===== src/rtl/band_mac_sequencer.sv =====
// Sequences per-band IIR updates through one shared external multiplier and
// publishes windowed, smoothed band energies. Optional build macro: BANDSEQ_SATURATE_EN.
module band_mac_sequencer #(
    parameter int NUM_BANDS   = 4,
    parameter int WINDOW      = 16,
    parameter int ENERGY_BITS = 8
) (
    input  logic                             clk,
    input  logic                             rst_n,
    input  logic                             sample_valid,
    input  logic [7:0]                       sample_data,
    output logic                             busy,
    output logic                             overrun,
    input  logic                             ovr_clr,
    output logic                             mul_valid,
    input  logic                             mul_ready,
    output logic [7:0]                       mul_a,
    output logic [15:0]                      mul_b,
    input  logic                             mul_result_valid,
    input  logic [23:0]                      mul_result,
    input  logic                             cfg_we,
    input  logic                             cfg_sel,
    input  logic [2:0]                       cfg_band,
    input  logic [7:0]                       cfg_data,
    output logic                             cfg_err,
    output logic [NUM_BANDS*ENERGY_BITS-1:0] band_energy,
    output logic                             energy_update
);
    localparam int BI = (NUM_BANDS > 1) ? $clog2(NUM_BANDS) : 1;
    localparam int WW = $clog2(WINDOW);

    typedef enum logic [2:0] {IDLE, ISSUE_FB, WAIT_FB, ISSUE_FF, WAIT_FF, UPDATE} state_t;

    state_t                 state, state_nx;
    logic [BI-1:0]          band, band_nx;
    logic [7:0]             x;
    logic [7:0]             coef_a [NUM_BANDS];
    logic [7:0]             coef_b [NUM_BANDS];
    logic [15:0]            s_reg  [NUM_BANDS];
    logic [15:0]            y_reg  [NUM_BANDS];
    logic [ENERGY_BITS-1:0] acc    [NUM_BANDS];
    logic [ENERGY_BITS-1:0] energy [NUM_BANDS];
    logic [WW-1:0]          win_cnt;
    logic [15:0]            fb, ff;
    logic                   last_band, win_end, cfg_bad;
    logic                   mul_valid_d;
    logic [7:0]             mul_a_d, y_hi, y_mag;
    logic [15:0]            mul_b_d;
    logic [ENERGY_BITS-1:0] mag_ext, acc_new;
    logic                   unused_low_product;

    function automatic logic [7:0] def_a(int unsigned i);
        case (i)
            0: return 8'd20;
            1: return 8'd15;
            2: return 8'd10;
            3: return 8'd5;
            default: return 8'd0;
        endcase
    endfunction

    function automatic logic [7:0] def_b(int unsigned i);
        case (i)
            0: return 8'd10;
            1: return 8'd25;
            2: return 8'd30;
            3: return 8'd40;
            default: return 8'd0;
        endcase
    endfunction

    assign unused_low_product = ^mul_result[7:0];
    assign last_band = (band == BI'(NUM_BANDS - 1));
    assign win_end   = (win_cnt == WW'(WINDOW - 1));
    assign cfg_bad   = cfg_we && (state != IDLE || sample_valid ||
                                  {29'b0, cfg_band} >= 32'(NUM_BANDS));

    // Energy contribution is |y_new[15:8]|, where y_new is the pre-update s[b].
    always_comb begin
        y_hi    = s_reg[band][15:8];
        y_mag   = y_hi[7] ? (8'd0 - y_hi) : y_hi;
        mag_ext = ENERGY_BITS'(y_mag);
    end

`ifdef BANDSEQ_SATURATE_EN
    logic [ENERGY_BITS:0] acc_sum;
    assign acc_sum = {1'b0, acc[band]} + {1'b0, mag_ext};
    assign acc_new = acc_sum[ENERGY_BITS] ? '1 : acc_sum[ENERGY_BITS-1:0];
`else
    assign acc_new = acc[band] + mag_ext;
`endif

    always_ff @(posedge clk) begin
        if (!rst_n) begin
            state     <= IDLE;
            mul_valid <= 1'b0;
            mul_a     <= '0;
            mul_b     <= '0;
        end else begin
            state     <= state_nx;
            mul_valid <= mul_valid_d;
            mul_a     <= mul_a_d;
            mul_b     <= mul_b_d;
        end
    end

    always_comb begin
        state_nx = state;
        band_nx  = band;
        case (state)
            IDLE:     if (sample_valid) begin
                          state_nx = ISSUE_FB;
                          band_nx  = '0;
                      end
            ISSUE_FB: if (mul_ready) state_nx = WAIT_FB;
            WAIT_FB:  if (mul_result_valid) state_nx = ISSUE_FF;
            ISSUE_FF: if (mul_ready) state_nx = WAIT_FF;
            WAIT_FF:  if (mul_result_valid) state_nx = UPDATE;
            UPDATE:   if (last_band) state_nx = IDLE;
                      else begin
                          state_nx = ISSUE_FB;
                          band_nx  = band + 1'b1;
                      end
            default:  state_nx = IDLE;
        endcase
    end

    // Operands are registered from the next state, so they are valid on entry and hold while stalled.
    always_comb begin
        busy        = (state != IDLE);
        mul_valid_d = 1'b0;
        mul_a_d     = mul_a;
        mul_b_d     = mul_b;
        case (state_nx)
            ISSUE_FB: begin
                mul_valid_d = 1'b1;
                mul_a_d     = coef_a[band_nx];
                mul_b_d     = y_reg[band_nx];
            end
            ISSUE_FF: begin
                mul_valid_d = 1'b1;
                mul_a_d     = coef_b[band_nx];
                mul_b_d     = {{8{x[7]}}, x};
            end
            default: ;
        endcase
    end

    always_ff @(posedge clk) begin
        if (!rst_n) begin
            band          <= '0;
            x             <= '0;
            fb            <= '0;
            ff            <= '0;
            win_cnt       <= '0;
            overrun       <= 1'b0;
            cfg_err       <= 1'b0;
            energy_update <= 1'b0;
            for (int unsigned i = 0; i < NUM_BANDS; i++) begin
                coef_a[i] <= def_a(i);
                coef_b[i] <= def_b(i);
                s_reg[i]  <= '0;
                y_reg[i]  <= '0;
                acc[i]    <= '0;
                energy[i] <= '0;
            end
        end else begin
            band          <= band_nx;
            energy_update <= 1'b0;
            cfg_err       <= cfg_bad;
            if (sample_valid && state != IDLE) overrun <= 1'b1;
            else if (ovr_clr)                  overrun <= 1'b0;
            if (cfg_we && !cfg_bad) begin
                if (cfg_sel) coef_b[cfg_band[BI-1:0]] <= cfg_data;
                else         coef_a[cfg_band[BI-1:0]] <= cfg_data;
            end
            case (state)
                IDLE:    if (sample_valid) x <= sample_data;
                WAIT_FB: if (mul_result_valid) fb <= mul_result[23:8];
                WAIT_FF: if (mul_result_valid) ff <= mul_result[23:8];
                UPDATE: begin
                    s_reg[band] <= s_reg[band] - fb + ff;
                    y_reg[band] <= s_reg[band];
                    if (last_band && win_end) begin
                        for (int unsigned i = 0; i < NUM_BANDS; i++) begin
                            energy[i] <= (energy[i] >> 1) +
                                         ((BI'(i) == band ? acc_new : acc[i]) >> 1);
                            acc[i]    <= '0;
                        end
                        win_cnt       <= '0;
                        energy_update <= 1'b1;
                    end else begin
                        acc[band] <= acc_new;
                        if (last_band) win_cnt <= win_cnt + 1'b1;
                    end
                end
                default: ;
            endcase
        end
    end

    always_comb begin
        band_energy = '0;
        for (int unsigned i = 0; i < NUM_BANDS; i++)
            band_energy[i*ENERGY_BITS +: ENERGY_BITS] = energy[i];
    end
endmodule

===== config.mk =====
export PLATFORM = sky130hd
export DESIGN_NAME = band_mac_sequencer
export DESIGN_NICKNAME = d
export VERILOG_FILES = /design/src/rtl/band_mac_sequencer.sv
export SDC_FILE = /design/constraint.sdc
export NUM_CORES = 1
export LEC_CHECK = 0
export CAP_MARGIN = 25
export CORE_MARGIN = 5
export CORE_UTILIZATION = 54
export CTS_CLUSTER_DIAMETER = 120
export DETAILED_ROUTE_END_ITERATION = 16
export GPL_TIMING_DRIVEN = 0
export PLACE_DENSITY_LB_ADDON = 0.05
export SLEW_MARGIN = 5
export SYNTH_ARGS = -nofsm -noshare
export SYNTH_HDL_FRONTEND = slang
export SYNTH_SLANG_ARGS = --single-unit

===== constraint.sdc =====
create_clock -name clk -period 4.45 [get_ports clk]
set_input_delay 1.335 -clock clk [delete_from_list [all_inputs] [get_ports clk]]
set_output_delay 1.335 -clock clk [all_outputs]
set_load 0.01 [all_outputs]

# ---- Word level (Yosys, flattened, before mapping)
# Memories as Yosys holds them, arrays and structs flattened. A register that Yosys moved wholly into a read port is not among the register bits.
# Index checks and enable logic that the tools add are counted.
# Widths: inputs -> output; s select.
dict set report totals {
  mem_count 6
  latch_bits 0
  input_bits 51
  reg_bits 77
  ram_bits 256
  rom_bits 0
}
# name words width read_ports rd_ports_with_merged_regs write_ports line
set memory_table {}
lappend memory_table {s_reg 4 16 1 1 4 39} ;# logic [15:0] s_reg [NUM_BANDS];
lappend memory_table {y_reg 4 16 1 0 4 40} ;# logic [15:0] y_reg [NUM_BANDS];
lappend memory_table {acc 4 8 5 1 4 41} ;# logic [ENERGY_BITS-1:0] acc [NUM_BANDS];
lappend memory_table {coef_a 4 8 1 0 4 37} ;# logic [7:0] coef_a [NUM_BANDS];
lappend memory_table {coef_b 4 8 1 0 4 38} ;# logic [7:0] coef_b [NUM_BANDS];
lappend memory_table {energy 4 8 4 0 4 42} ;# logic [ENERGY_BITS-1:0] energy [NUM_BANDS];
dict set report op_classes {
  n_div 0
  mux 74
  multipliers 0
  shift 0
  n_eq_ne 12
  add_sub_neg 10
  n_bitwise 8
  reduce_logical 23
  order_cmp 1
}
# operator n
set ops {}
lappend ops {{$mux 8} 23}
lappend ops {{$add 7x7->8} 4}
lappend ops {{$mux 16} 2}
lappend ops {{$pmux 16 s2} 1}
lappend ops {{$reduce_or 16->1} 2}
lappend ops {{$mux 1} 29}
lappend ops {{$reduce_or 8->1} 3}
lappend ops {{$mux 2} 9}
lappend ops {{$pmux 3 s6} 1}
lappend ops {{$add 16x16->16} 1}
lappend ops {{$pmux 8 s2} 1}
lappend ops {{$sub 16x16->16} 1}
lappend ops {{$mux 3} 5}
lappend ops {{$eq 3x2->1 const B} 3}
lappend ops {{$add 8x8->8} 1}
lappend ops {{$mux 4} 2}
lappend ops {{$or 1x1->1} 8}
lappend ops {{$reduce_and 2->1} 4}
lappend ops {{$sub 1x8->8 const A} 1}
lappend ops {{$eq 3x1->1 const B} 2}
lappend ops {{$eq 3x3->1 const B} 2}
lappend ops {{$reduce_bool 2->1} 3}
lappend ops {{$add 4x1->4 const B} 1}
lappend ops {{$eq 2x2->1 const A} 2}
lappend ops {{other kinds (13)} 17}

# ---- Longest topological paths before layout
dict set report logic_depth {
  word_depth 11
  ltp_mapped 22
}

# ---- Worst setup path before layout
# Ideal clock, no wire load.
dict set report synth_timing {
  kind {register -> register}
  startpoint {reg band[0]}
  endpoint {mem energy[0][6] (data pin)}
  path_stages_with_launch 20
  arrival_ns 4.089
  required_time_ns 4.184
  setup_slack_ns 0.095
  synth_period_minus_slack_ns 4.355
  n_path_buf 5
  cell_sequence {dfxtp_1 > buf_6 > buf_6 > buf_2 > buf_1 > mux4_2 > ha_1 > a21oi_1 > nor2b_1 > o21a_1 > or2_2 > clkbuf_1 > o21ai_0 > ha_1 > a21oi_1 > o21bai_1 > a21o_1 > a21oi_1 > xor2_1 > nor2_1}
}
# element line
set synth_lines {}
lappend synth_lines {{start: declaration} 35} ;# logic [BI-1:0] band, band_nx;
lappend synth_lines {{start signal: assignment} 168} ;# band <= band_nx;
lappend synth_lines {{end: declaration} 42}

==> impl_summary.md <==
CTS
The worst-skew pair later-pin latency is 0.52 ns. Clock tree synthesis found a total of 333 sinks. The TritonCTS clock tree is done.

The number of clock buffers added by TritonCTS is 38. The deepest clock path buffer count is 3. The library cell used as clock root buffer is sky130_fd_sc_hd__clkbuf_16. In this run the number of H-tree levels came out at 2. The post-CTS clock slew at the launch and capture registers of the worst setup and hold paths is 0.06 ns.

Place
The weighted congestion reported at the end of routability-driven placement is 0.833. After detailed placement, the total cell area comes to 18200 um2. The count of input and output buffers is 103. The HPWL after detailed placement is 29.8 mm.

STA
The worst clock skew is 0.0107 ns. The final hold violation count came to 0. The total setup violations reported at the end of the flow is 0.

The upper clock frequency limit is 234 MHz. Summed over all failing endpoints, the final setup total negative slack is 0 ns. For the pin with the worst max-slew slack, the measured transition is 0.972 ns. Setup repair after global routing could not meet its margin everywhere. The worst slew margin relative to its limit is 34.7%. The time the worst path needs with I/O delays and setup is 4.26 ns. The number of max-slew violations in the final report is 0. The portion of the clock cycle consumed by the worst path in the final layout is a little over nine tenths.

Logic synthesis
For this run, the leading register cell type out of synthesis is sky130_fd_sc_hd__edfxtp_1. The total of warnings raised by yosys is 0. The number of synthesized register bits is 333. The net count after synthesis is approximately 1600. The top cell type by area accounts for 46.5% of the synthesized area. The share of synthesized area occupied by flip-flops and latches is 55.8%. The gate count after technology mapping is 1433. Counting flops with a built-in enable in the synthesized netlist gives 256.

The combined area of all synthesized cells is 16500 um2. The fraction of synthesis flops using an asynchronous set or reset pin is 0%. In this run, distinct cell masters in the synthesized netlist total 55. Ranked by total cell area, the synthesized netlist is headed by sky130_fd_sc_hd__edfxtp_1 (46%), sky130_fd_sc_hd__dfxtp_1 (9.3%), sky130_fd_sc_hd__nor2_1 (4.6%), sky130_fd_sc_hd__mux4_2 (4.4%), sky130_fd_sc_hd__ha_1 (4.0%). The biggest area consumer among synthesized cells is sky130_fd_sc_hd__edfxtp_1. The average instance area after synthesis is 11.5 um2.

Hold path
The worst hold path terminates at ff[5]. The startpoint identified for the worst hold timing path is ff[5]. The worst hold path passes through 2 cells.

In this run the worst hold path is classified as reg -> reg.

GRT
Global routing finished with a remaining overflow of 0. The total global routing track utilization is ~24%. The number of global-route vias before repair came to about 11000. The first global-routing pass estimated 63.1 mm of wire. Entering global routing, the biggest net connects 34 pins. The initial antenna violation count is 0.

Power
In this run, the combinational gates consume between 10% and 20% of the power. For this design the ratio of total power to cell area is 361 nW/um2. The internal power of the cells totals 0.00542 W.

The analysis attributes to net switching a power of between 0.0015 and 0.002 W. The sequential share of power is 49.1%. The clock network power share is 39.7%.

Summing internal, switching and leakage power gives 0.00711 W. The analysis attributes to cell leakage a power of 7.43 nW. The proportion of total power due to net switching is between 20% and 30%. The worst-case IR drop observed on VDD is 344 uV.

Detailed routing
After detailed routing, the number of vias per cell comes to about 5.6. The number of violations reported at the end of detailed-routing iteration 0 is 707. The average routed wire per standard cell is 20.1 um.

The total wire length after detailed routing is ~41 mm. For this block, the via count after detailed routing is ~11000. The residual antenna-violating net count after detailed routing is 0. The post-detailed-route DRC marker count is 0. The iteration count of the initial detailed-routing pass is 8.

Die
The die outline area is roughly 34000 um2. The y dimension of the die is 185 um. The initial utilization of the core area, before any placement, comes to 54.3%.

The area of the core is a little over 30000 um2. The floorplan has 64 rows. The number of top-level pins is 112. The die is 185 um wide.

Layout
Relative to the synthesized area, the layout overhead comes to 19.1%. The antenna cell count is 0. The multi-input combinational cells in the finished layout cover a total of 6920 um2. The sequential cells in the finished layout cover a total of ~9200 um2. Of the cells placed in the final design, the portion with a size suffix greater than 1 is 12.4%. The design area is 19700 um2. The filler cells instantiated in the layout total roughly 2400. In the final design database the tool counted roughly 1700 nets.

Critical path
The sort of element at the start of the critical path is a flip-flop. The worst reg2reg path depth is 22. The reg-to-reg setup timing slack is 0.19 ns.

The required time at the endpoint of the critical path is 4.70 ns. In this run the critical register-to-register path is captured at energy[0][6]. The signal arrival time at the worst endpoint is 4.52 ns. The maximum fanout encountered on the critical timing path is 10. The kind of end point of the critical path is a flip-flop. The worst flop-to-flop path startpoint is band[0]. The type of the worst setup path is reg -> reg.

Job
The max-capacitance violation count is 0.

Run status
The run finished with clean final reports.
==> cell families (layout without fill, tap and decap cells) <==
kind of cell             Yosys count  after routing  share of synthesized area [%]
adder cells (fa/ha/maj)           73             73                           6.43
XOR/XNOR                          53             53                           2.90
AND/OR/NAND/NOR                  519            519                           14.3
flip-flops                       333            333                           55.8
AO/OA/AOI/OAI                    224            224                           8.90
multiplexers                      89             89                           8.13
buffers and inverters            142            337                           3.51
==> power by group through the flow <==
stage | clock (W) | combinational [W] | sequential, W
global placement | 0 | 0.000711 | 0.00356
global route | 0.00300 | 0.000871 | 0.00350
finish | 0.00282 | 0.000795 | 0.00349
detailed placement | 0 | 0.000739 | 0.00356
floorplan | 0 | 0.000444 | 0.00356
CTS | 0.00286 | 0.000771 | 0.00349
==> placed cells by master, fill, tap and decap left out, types with 23 or more instances in the layout <==
cell type                         netlist  routed
sky130_fd_sc_hd__clkbuf_16              0      39
sky130_fd_sc_hd__edfxtp_1             256     256
sky130_fd_sc_hd__inv_1                 67      64
sky130_fd_sc_hd__a21o_1                29      29
sky130_fd_sc_hd__mux2i_1               27      24
sky130_fd_sc_hd__xnor2_1               30      28
sky130_fd_sc_hd__mux4_2                32      32
sky130_fd_sc_hd__ha_1                  53      51
sky130_fd_sc_hd__o21ai_0               42      38
sky130_fd_sc_hd__and2_1                67      67
sky130_fd_sc_hd__clkbuf_1              54      67
sky130_fd_sc_hd__nor2_1               204     202
sky130_fd_sc_hd__a22o_1                23      23
sky130_fd_sc_hd__nand2_1              149     145
sky130_fd_sc_hd__nand3_1               24      24
sky130_fd_sc_hd__dfxtp_1               77      77
sky130_fd_sc_hd__a21boi_0              42      42
sky130_fd_sc_hd__clkdlybuf4s50_1        0     103
sky130_fd_sc_hd__mux2_2                27      26
sky130_fd_sc_hd__a21oi_1               45      35
==> worst max path at each step <==
stage,from,endpoint,depth (start not counted)
5_1_grt,band[0],energy[1][6],22
4_1_cts,band[0],energy[1][7],21
3_3_place_gp,rst_n,s_reg[1][3],7
3_5_place_dp,band[0],energy[1][7],18
2_1_floorplan,band[0],energy[0][6],19
6_report,band[0],energy[0][6],22
==> layout make-up <==
class                      instances  area share, %
timing repair buffer             128           6.57
multi-input combinational        958           35.1
tap                              396           2.52
buffer                            74           1.99
sequential                       333           46.9
inverter                          67           1.30
clock buffer                      56           5.33
clock inverter                    12          0.299
==> synthesized netlist by cell type, types with 21 or more instances <==
library cell                 n
sky130_fd_sc_hd__mux4_2     32
sky130_fd_sc_hd__edfxtp_1  256
sky130_fd_sc_hd__nand2_1   149
sky130_fd_sc_hd__a21oi_1    45
sky130_fd_sc_hd__a21boi_0   42
sky130_fd_sc_hd__nor2_1    204
sky130_fd_sc_hd__mux2i_1    27
sky130_fd_sc_hd__mux2_2     27
sky130_fd_sc_hd__xor2_1     21
sky130_fd_sc_hd__and2_1     67
sky130_fd_sc_hd__a22o_1     23
sky130_fd_sc_hd__dfxtp_1    77
sky130_fd_sc_hd__a21o_1     29
sky130_fd_sc_hd__ha_1       53
sky130_fd_sc_hd__xnor2_1    30
sky130_fd_sc_hd__inv_1      67
sky130_fd_sc_hd__o21ai_0    42
sky130_fd_sc_hd__nand3_1    24
sky130_fd_sc_hd__clkbuf_1   54
==> worst max-delay path: stages, from the launching register on <==
cell and delay [ns]:
sky130_fd_sc_hd__dfxtp_1 0.31, sky130_fd_sc_hd__buf_6 0.14, sky130_fd_sc_hd__buf_12 0.15, sky130_fd_sc_hd__mux2i_1 0.13, sky130_fd_sc_hd__mux2_4 0.31, sky130_fd_sc_hd__ha_1 0.28
sky130_fd_sc_hd__nand2_1 0.07, sky130_fd_sc_hd__o21a_1 0.19, sky130_fd_sc_hd__inv_1 0.06, sky130_fd_sc_hd__ha_1 0.28, sky130_fd_sc_hd__a21oi_2 0.14, sky130_fd_sc_hd__nor2b_1 0.06
sky130_fd_sc_hd__o21a_1 0.20, sky130_fd_sc_hd__o21a_1 0.19, sky130_fd_sc_hd__nor2_2 0.12, sky130_fd_sc_hd__xor2_2 0.09, sky130_fd_sc_hd__buf_4 0.14, sky130_fd_sc_hd__o21ai_0 0.25
sky130_fd_sc_hd__ha_1 0.33, sky130_fd_sc_hd__a21o_1 0.18, sky130_fd_sc_hd__a21oi_1 0.17, sky130_fd_sc_hd__xor2_1 0.16, sky130_fd_sc_hd__nor2_1 0.05
==> through the flow <==
step / instances / worst slack [ns] / hold slack, ns / utilization, %
2_1_floorplan: 1433 / 0.0951 / 0.439 / -
3_3_place_gp: 1932 / -0.998 / 0.450 / 59.4
3_5_place_dp: 1942 / -0.892 / 0.458 / 59.8
4_1_cts: 2014 / 0.0134 / 0.465 / 64.0
5_1_grt: 2024 / -0.0242 / 0.494 / 64.7
6_report: 2024 / 0.185 / 0.462 / 64.7
==> routing by layer <==
| layer | global-route usage (%) | vias to the layer above | part of all wire [%] |
|---|---|---|---|
| met5 | 0 | - | 0 |
| met4 | 7.02 | 0 | 2.8 |
| met3 | 3.14 | 71 | 5.1 |
| met1 | 31.6 | 5505 | 42 |
| li1 | - | 5383 | - |
| met2 | 41.9 | 322 | 50 |
==> timing repair <==
item                                    in CTS  in global routing
hold buffers                                 0                  0
endpoints found under the setup margin      72                 42
buffers inserted                             5                 10
gates resized for setup                     29                 39
pin swaps                                    2                 12
(Power assumes the default switching activity.)
